<file path="src/rtl/gat_ctrl_pkg.sv">
// gat_ctrl_pkg: shared FSM states, region encoding and error codes for the GAT load sequencer
package gat_ctrl_pkg;
    typedef enum logic [2:0] {
        S_IDLE      = 3'd0,
        S_LOAD      = 3'd1,
        S_WAIT_CORE = 3'd2,
        S_DONE      = 3'd3,
        S_ERR       = 3'd4
    } state_e;
    localparam logic [1:0] REG_H_DATA    = 2'd0;
    localparam logic [1:0] REG_NODE_INFO = 2'd1;
    localparam logic [1:0] REG_WGT       = 2'd2;
    localparam logic [1:0] REG_SUBGRAPH  = 2'd3;
    localparam logic [1:0] ERR_NONE      = 2'd0;
    localparam logic [1:0] ERR_OVERFLOW  = 2'd1;
    localparam logic [1:0] ERR_TIMEOUT   = 2'd2;
endpackage

</file>
<file path="src/rtl/gat_region_counter.sv">
// gat_region_counter: per-region word index that stops at DEPTH and flags the region complete
module gat_region_counter #(
    parameter int DEPTH  = 4,
    parameter int ADDR_W = 2
) (
    input  logic              clk,
    input  logic              rst_n,
    input  logic              clr,
    input  logic              inc,
    output logic [ADDR_W-1:0] idx,
    output logic              complete
);
    localparam int CW = $clog2(DEPTH + 1);
    logic [CW-1:0] cnt_q, cnt_d;
    // advance on each written word, holding once the region is full
    always_comb begin
        cnt_d = clr ? '0 : (inc && !complete) ? cnt_q + CW'(1) : cnt_q;
    end
    // index register
    always_ff @(posedge clk) begin
        if (!rst_n) cnt_q <= '0;
        else        cnt_q <= cnt_d;
    end
    assign complete = cnt_q == CW'(DEPTH);
    assign idx      = cnt_q[ADDR_W-1:0];
endmodule

</file>
<file path="src/rtl/gat_load_ctrl.sv">
// gat_load_ctrl: host word stream to per-region BRAM writes, then supervises the core run
module gat_load_ctrl
    import gat_ctrl_pkg::*;
#(
    parameter int TOP_WIDTH       = 32,
    parameter int H_DATA_DEPTH    = 242101,
    parameter int NODE_INFO_DEPTH = 13264,
    parameter int WEIGHT_DEPTH    = 22928,
    parameter int SUBGRAPH_DEPTH  = 13264,
    parameter int TIMEOUT_CYCLES  = 50000000,
    parameter int H_ADDR_W        = $clog2(H_DATA_DEPTH),
    parameter int N_ADDR_W        = $clog2(NODE_INFO_DEPTH),
    parameter int W_ADDR_W        = $clog2(WEIGHT_DEPTH),
    parameter int S_ADDR_W        = $clog2(SUBGRAPH_DEPTH)
) (
    input  logic                 clk,
    input  logic                 rst_n,
    input  logic                 cfg_start,
    input  logic                 cfg_abort,
    input  logic                 host_valid,
    output logic                 host_ready,
    input  logic [1:0]           host_sel,
    input  logic [TOP_WIDTH-1:0] host_data,
    output logic [TOP_WIDTH-1:0] h_data_bram_din,
    output logic                 h_data_bram_ena,
    output logic                 h_data_bram_wea,
    output logic [H_ADDR_W+1:0]  h_data_bram_addra,
    output logic [TOP_WIDTH-1:0] h_node_info_bram_din,
    output logic                 h_node_info_bram_ena,
    output logic                 h_node_info_bram_wea,
    output logic [N_ADDR_W+1:0]  h_node_info_bram_addra,
    output logic [TOP_WIDTH-1:0] wgt_bram_din,
    output logic                 wgt_bram_ena,
    output logic                 wgt_bram_wea,
    output logic [W_ADDR_W+1:0]  wgt_bram_addra,
    output logic [TOP_WIDTH-1:0] subgraph_bram_din,
    output logic                 subgraph_bram_ena,
    output logic                 subgraph_bram_wea,
    output logic [S_ADDR_W+1:0]  subgraph_bram_addra,
    output logic                 h_data_bram_load_done,
    output logic                 h_node_info_bram_load_done,
    output logic                 wgt_bram_load_done,
    input  logic                 core_ready,
    output logic                 sts_busy,
    output logic                 sts_done,
    output logic                 sts_err,
    output logic [1:0]           sts_err_code,
    output logic [2:0]           dbg_state,
    output logic [TOP_WIDTH-1:0] dbg_words,
    output logic [TOP_WIDTH-1:0] dbg_cycles
);
    state_e                state_q, state_d;
    logic [3:0]            complete, wr_q;
    logic                  accept, overflow, write, enter_load, clr_cnt, core_rise, rdy_q;
    logic [H_ADDR_W-1:0]   h_idx;
    logic [N_ADDR_W-1:0]   n_idx;
    logic [W_ADDR_W-1:0]   w_idx;
    logic [S_ADDR_W-1:0]   s_idx;
    logic [H_ADDR_W+1:0]   h_addr_q;
    logic [N_ADDR_W+1:0]   n_addr_q;
    logic [W_ADDR_W+1:0]   w_addr_q;
    logic [S_ADDR_W+1:0]   s_addr_q;
    logic [TOP_WIDTH-1:0]  din_q, words_q, cycles_q;
    logic [2:0]            load_done_q;
    logic [1:0]            err_q;

    assign accept     = host_ready && host_valid;
    assign overflow   = accept && complete[host_sel];
    assign write      = accept && !complete[host_sel];
    assign enter_load = state_d == S_LOAD && state_q != S_LOAD;
    assign clr_cnt    = enter_load || cfg_abort;
    assign core_rise  = core_ready && !rdy_q;

    gat_region_counter #(.DEPTH(H_DATA_DEPTH), .ADDR_W(H_ADDR_W)) u_cnt_h (
        .clk(clk), .rst_n(rst_n), .clr(clr_cnt), .inc(write && host_sel == REG_H_DATA),
        .idx(h_idx), .complete(complete[0]));
    gat_region_counter #(.DEPTH(NODE_INFO_DEPTH), .ADDR_W(N_ADDR_W)) u_cnt_n (
        .clk(clk), .rst_n(rst_n), .clr(clr_cnt), .inc(write && host_sel == REG_NODE_INFO),
        .idx(n_idx), .complete(complete[1]));
    gat_region_counter #(.DEPTH(WEIGHT_DEPTH), .ADDR_W(W_ADDR_W)) u_cnt_w (
        .clk(clk), .rst_n(rst_n), .clr(clr_cnt), .inc(write && host_sel == REG_WGT),
        .idx(w_idx), .complete(complete[2]));
    gat_region_counter #(.DEPTH(SUBGRAPH_DEPTH), .ADDR_W(S_ADDR_W)) u_cnt_s (
        .clk(clk), .rst_n(rst_n), .clr(clr_cnt), .inc(write && host_sel == REG_SUBGRAPH),
        .idx(s_idx), .complete(complete[3]));

    // state register
    always_ff @(posedge clk) begin
        if (!rst_n) state_q <= S_IDLE;
        else        state_q <= state_d;
    end

    // next state: abort overrides everything, overflow beats completion
    always_comb begin
        state_d = state_q;
        unique case (state_q)
            S_IDLE, S_DONE, S_ERR: if (cfg_start) state_d = S_LOAD;
            S_LOAD:                state_d = overflow ? S_ERR : (&complete) ? S_WAIT_CORE : S_LOAD;
            S_WAIT_CORE:           state_d = core_rise ? S_DONE :
                                             (cycles_q == TOP_WIDTH'(TIMEOUT_CYCLES - 1)) ? S_ERR : S_WAIT_CORE;
            default:               state_d = S_IDLE;
        endcase
        if (cfg_abort) state_d = S_IDLE;
    end

    // outputs decoded from state and the registered write stage
    always_comb begin
        host_ready                 = state_q == S_LOAD && !cfg_abort;
        sts_busy                   = state_q == S_LOAD || state_q == S_WAIT_CORE;
        sts_done                   = state_q == S_DONE;
        sts_err                    = state_q == S_ERR;
        sts_err_code               = err_q;
        dbg_state                  = state_q;
        dbg_words                  = words_q;
        dbg_cycles                 = cycles_q;
        h_data_bram_din            = din_q;
        h_data_bram_ena            = wr_q[0];
        h_data_bram_wea            = wr_q[0];
        h_data_bram_addra          = h_addr_q;
        h_node_info_bram_din       = din_q;
        h_node_info_bram_ena       = wr_q[1];
        h_node_info_bram_wea       = wr_q[1];
        h_node_info_bram_addra     = n_addr_q;
        wgt_bram_din               = din_q;
        wgt_bram_ena               = wr_q[2];
        wgt_bram_wea               = wr_q[2];
        wgt_bram_addra             = w_addr_q;
        subgraph_bram_din          = din_q;
        subgraph_bram_ena          = wr_q[3];
        subgraph_bram_wea          = wr_q[3];
        subgraph_bram_addra        = s_addr_q;
        h_data_bram_load_done      = load_done_q[0];
        h_node_info_bram_load_done = load_done_q[1];
        wgt_bram_load_done         = load_done_q[2];
    end

    // write demux stage, load_done levels, error code, ready sampling and debug counters
    always_ff @(posedge clk) begin
        if (!rst_n) begin
            wr_q        <= '0;
            din_q       <= '0;
            h_addr_q    <= '0;
            n_addr_q    <= '0;
            w_addr_q    <= '0;
            s_addr_q    <= '0;
            rdy_q       <= 1'b0;
            load_done_q <= '0;
            err_q       <= ERR_NONE;
            words_q     <= '0;
            cycles_q    <= '0;
        end else begin
            wr_q        <= write ? 4'b0001 << host_sel : '0;
            if (write) din_q <= host_data;
            if (write && host_sel == REG_H_DATA)    h_addr_q <= {h_idx, 2'b00};
            if (write && host_sel == REG_NODE_INFO) n_addr_q <= {n_idx, 2'b00};
            if (write && host_sel == REG_WGT)       w_addr_q <= {w_idx, 2'b00};
            if (write && host_sel == REG_SUBGRAPH)  s_addr_q <= {s_idx, 2'b00};
            rdy_q       <= core_ready;
            load_done_q <= (enter_load || state_d == S_IDLE || state_d == S_ERR) ? '0 : complete[2:0];
            err_q       <= clr_cnt ? ERR_NONE : overflow ? ERR_OVERFLOW :
                           (state_q == S_WAIT_CORE && state_d == S_ERR) ? ERR_TIMEOUT : err_q;
            words_q     <= enter_load ? '0 : (accept && words_q != '1) ? words_q + TOP_WIDTH'(1) : words_q;
            cycles_q    <= enter_load ? '0 :
                           (state_q == S_WAIT_CORE && state_d == S_WAIT_CORE && cycles_q != '1) ?
                           cycles_q + TOP_WIDTH'(1) : cycles_q;
        end
    end
endmodule

</file>
<file path="config.mk">
export PLATFORM = sky130hd
export DESIGN_NAME = gat_load_ctrl
export DESIGN_NICKNAME = d
export VERILOG_FILES = /design/src/rtl/gat_ctrl_pkg.sv /design/src/rtl/gat_region_counter.sv /design/src/rtl/gat_load_ctrl.sv
export SDC_FILE = /design/constraint.sdc
export NUM_CORES = 1
export LEC_CHECK = 0
export ABC_AREA = 1
export CAP_MARGIN = 20
export CORE_ASPECT_RATIO = 1.5
export CORE_MARGIN = 1.5
export CORE_UTILIZATION = 49
export CTS_CLUSTER_SIZE = 8
export DETAILED_ROUTE_END_ITERATION = 10
export PLACE_DENSITY = 0.81
export SYNTH_ARGS = -nofsm -noshare
export SYNTH_HDL_FRONTEND = slang
export SYNTH_SLANG_ARGS = --single-unit
</file>
<file path="constraint.sdc">
create_clock -name clk -period 2.8 [get_ports clk]
set_input_delay 0.42 -clock clk [delete_from_list [all_inputs] [get_ports clk]]
set_output_delay 0.42 -clock clk [all_outputs]
set_load 0.01 [all_outputs]
</file>
==> impl_metrics.csv <==
group,metric,value,unit
cts,cts_tree,"built",
finish,diodes,0,
worst_setup_path,rr_worst_depth,17,
synthesis,synthCells,1628,
place,dp_hpwl,25300,um
cts,root_buffer,"clkbuf_16",
worst_setup_path,r2r-start,"u_cnt_w.idx[0]$_SDFFE_PP0P_",
detailed_routing,drcViolationCount,0,
floorplanning,pin_count,321,
detailed_routing,dr.pass1.iters,7,
worst_setup_path,r2r_end,"wgt_bram_addra[3]$_SDFFE_PN0P_",
timing,tns,0,ns
floorplanning,die_h,192,um
synthesis,ys_top_cells_by_area,"dfxtp_1 40%, nor2_1 11%, nand2_1 8.2%",
floorplanning,die_area,0.0247,mm^2
detailed_routing,wl_per_cell,15.6,um
finish,ff_latch_area,0.00462,mm^2
grt,track_usage,27.1,%
detailed_routing,drt-initial-drc-count,752,
cts,clk_latency,0.50,ns
power_and_ir_drop,p_leak,5.51,nW
synthesis,synth.avg_cell_area,7.15,um^2
worst_setup_path,rrSetupSlack,0.36,ns
synthesis,ys_async_sr_fraction,0,%
grt,grt_pass1_vias,10700,
cts,cts_inserted_buffers,34,
worst_setup_path,critical_path.max_stage_delay,0.58,ns
timing,fmax,0.394,GHz
power_and_ir_drop,ir_drop,393,uV
cts,h-tree-depth,2,
floorplanning,start_util,50.3,%
grt,overflow,0,
grt,antenna_found_initial,1,
timing,clock_skew,0.0180,ns
finish,multi_input_area,0.00537,mm^2
detailed_routing,antenna_left,0,
cts,cts_resized,0,
min_path,hold_path_class,"in2reg",
synthesis,seq_area_frac_synth,39.7,%
finish,drive_above_1_share,5.61,%
synthesis,synth-seq-cells,231,
place,portBuffers,312,
timing,worstMarginPinSlew,0.566,ns
timing,rsz0062_at_grt,"no",
finish,areaGrowthSynthToFinish,31.4,%
synthesis,ys.warnings.count,0,
timing,finalCritPeriodShare,90.7,%
outcome,outcome,"finished, final reports clean",
cts,clkSinkCount,231,
synthesis,synth.top_cell.area_share,39.7,%
finish,layout.nets,1903,
job,drv_cap,0,
timing,slew_headroom,62.2,%
worst_setup_path,critical_path_class,"reg2out",
synthesis,synth-edff-count,0,
finish,final_common_cell,"nor2_1",
worst_setup_path,cp_slowest_cell,"clkdlybuf4s50_1",
worst_setup_path,crit_path_cell_trace,"inv_1 -> nor3_1 -> inv_1 -> nand2_1 -> clkdlybuf4s50_1",
finish,nFillCells,2027,
worst_setup_path,startpoint_type,"register",
cts,post_cts_buffers,0,
grt,grt_pass1_wl,53300,um
min_path,min_to,"rdy_q$_SDFF_PN0_",
detailed_routing,wl,33900,um
worst_setup_path,crit_path_end_kind,"primary output",
finish,final_cell_mix,"334 x nor2_1, 311 x clkdlybuf4s50_1, 253 x nand2_1, 231 x dfxtp_1, 145 x inv_1",
place,dp.cells,2132,
synthesis,yosysUniqueCellTypes,36,
timing,maxSlewViolCount,0,
floorplanning,core_area,0.0231,mm^2
cts,cts_hold_repair.buffers,0,
place,routabilityCongestion,0.977,
worst_setup_path,path_max_fanout,5,
detailed_routing,vias,11000,
cts,cts_buffer_depth,3,
timing,fin_crit,2.54,ns
floorplanning,rows,68,
finish,layout.cells.non_filler,2170,
power_and_ir_drop,p_per_area,476,mW/mm^2
worst_setup_path,cp_data_arrival_time,2.12,ns
synthesis,ys.flop_type,"dfxtp_1",
timing,fin_ws,0.260,ns
detailed_routing,routed_via_density,5.08,
timing,setup_violations,0,
place,dp_slack,0.170,ns
synthesis,netlist_area,0.0116,mm^2
timing,finalHoldViolations,0,
cts,path_clk_slew,0.05,ns
worst_setup_path,required,2.38,ns
worst_setup_path,cpMostUsedCell,"inv_1",
grt,grt_max_degree,63,
min_path,min_from,"rst_n",
synthesis,synth_top_cell_by_area,"dfxtp_1",
min_path,holdPathStages,3,
floorplanning,die_w,129,um
## worst max-delay path, delay by kind of cell (launching register included)
| kind | cells | cell delay (ns) |
|---|---|---|
| buffers and inverters | 3 | 0.87 |
| flip-flops | 1 | 0.38 |
| AND/OR/NAND/NOR | 2 | 0.37 |
## worst max path at each step
stage | from | endpoint | slack, ns | cells after the start
after floorplan | dbg_cycles[0]$_SDFFE_PP0P_ | dbg_words[11]$_SDFFE_PP0P_ | 0.62 | 11
after global routing | u_cnt_n.idx[1]$_SDFFE_PP0P_ | wgt_bram_addra[15]$_SDFFE_PN0P_ | 0.007 | 19
final | dbg_state[1]$_SDFF_PN0_ | sts_busy | 0.26 | 5
after detailed placement | cfg_abort | dbg_words[10]$_SDFFE_PP0P_ | 0.17 | 10
after global placement | cfg_abort | dbg_words[10]$_SDFFE_PP0P_ | 0.27 | 10
after CTS | dbg_state[1]$_SDFF_PN0_ | sts_busy | 0.24 | 5
## layer usage
metal  GRT usage [%]  part of all wire [%]  vias up
li1                -                     -     5463
met1            30.6                    39     5130
met2            49.4                    51      344
met3            4.93                   5.8       89
met4            11.8                   4.0        2
met5               0                 0.038        -
## where the power goes
part | total (W) | internal [W] | switching, W
clock network | 0.00359 | 0.00221 | 0.00139
logic | 0.000354 | 0.000171 | 0.000183
registers | 0.00333 | 0.00331 | 0.0000218
## cell families after synthesis
group,share of synthesized area (%)
xor gates and xnor gates,7.82
DFF,39.7
adders and majority gates,1.07
other,0.0322
buffers and inverters,14.5
and+or+nand+nor,28.2
AOI/OAI and AO/OA,7.94
muxes,0.774
## flip-flops by register name, summed over array words and instances (netlist names)
| name | cells |
|---|---|
| u_cnt_w.idx | 15 |
| subgraph_bram_addra | 14 |
| dbg_state | 3 |
| u_cnt_n.idx | 14 |
| dbg_words | 32 |
| rdy_q | 1 |
| dbg_cycles | 32 |
| h_data_bram_din | 32 |
| h_data_bram_addra | 18 |
| h_node_info_bram_addra | 14 |
| u_cnt_h.idx | 18 |
| wgt_bram_addra | 15 |
| sts_err_code | 2 |
| wr_q | 4 |
| load_done_q | 3 |
| u_cnt_s.idx | 14 |
## final cells by class
| cell class | instances | area share [%] |
|---|---|---|
| Timing Repair Buffer | 343 | 22.3 |
| Tap cell | 315 | 2.58 |
| Clock inverter | 2 | 0.213 |
| Clock buffer | 36 | 5.75 |
| Inverter | 156 | 3.83 |
| Multi-Input combinational cell | 1087 | 35.1 |
| Sequential cell | 231 | 30.2 |
## through the flow
step / util (%) / instance area [um^2] / hold slack (ns) / power, W
3_3_place_gp: 62.2 / 14400 / 0.457 / 0.00375
6_report: 66.1 / 15300 / 0.423 / 0.00728
2_1_floorplan: - / 11700 / 0.467 / 0.00360
4_1_cts: 66.1 / 15300 / 0.411 / 0.00734
5_1_grt: 66.1 / 15300 / 0.454 / 0.00749
3_5_place_dp: 62.2 / 14400 / 0.455 / 0.00375
## cells in the mapped netlist (2+ instances only)
| cell | number |
|---|---|
| dfxtp_1 | 231 |
| nand3_2 | 3 |
| nor2_4 | 4 |
| buf_4 | 114 |
| clkbuf_1 | 23 |
| nor4_1 | 12 |
| or2_2 | 2 |
| buf_1 | 4 |
| nand2_1 | 254 |
| buf_6 | 7 |
| clkinv_1 | 2 |
| xor2_1 | 79 |
| nor3_1 | 55 |
| nand4_1 | 21 |
| nand3_1 | 75 |
| inv_2 | 9 |
| buf_2 | 13 |
| ha_1 | 10 |
| nor2_2 | 6 |
| a21oi_1 | 93 |
| nand2_2 | 2 |
| nor3_2 | 4 |
| xnor2_1 | 25 |
| mux2i_1 | 9 |
| nor2_1 | 334 |
| o21ai_0 | 83 |
| inv_1 | 145 |
Note: power is estimated with default switching activity, not from simulation.
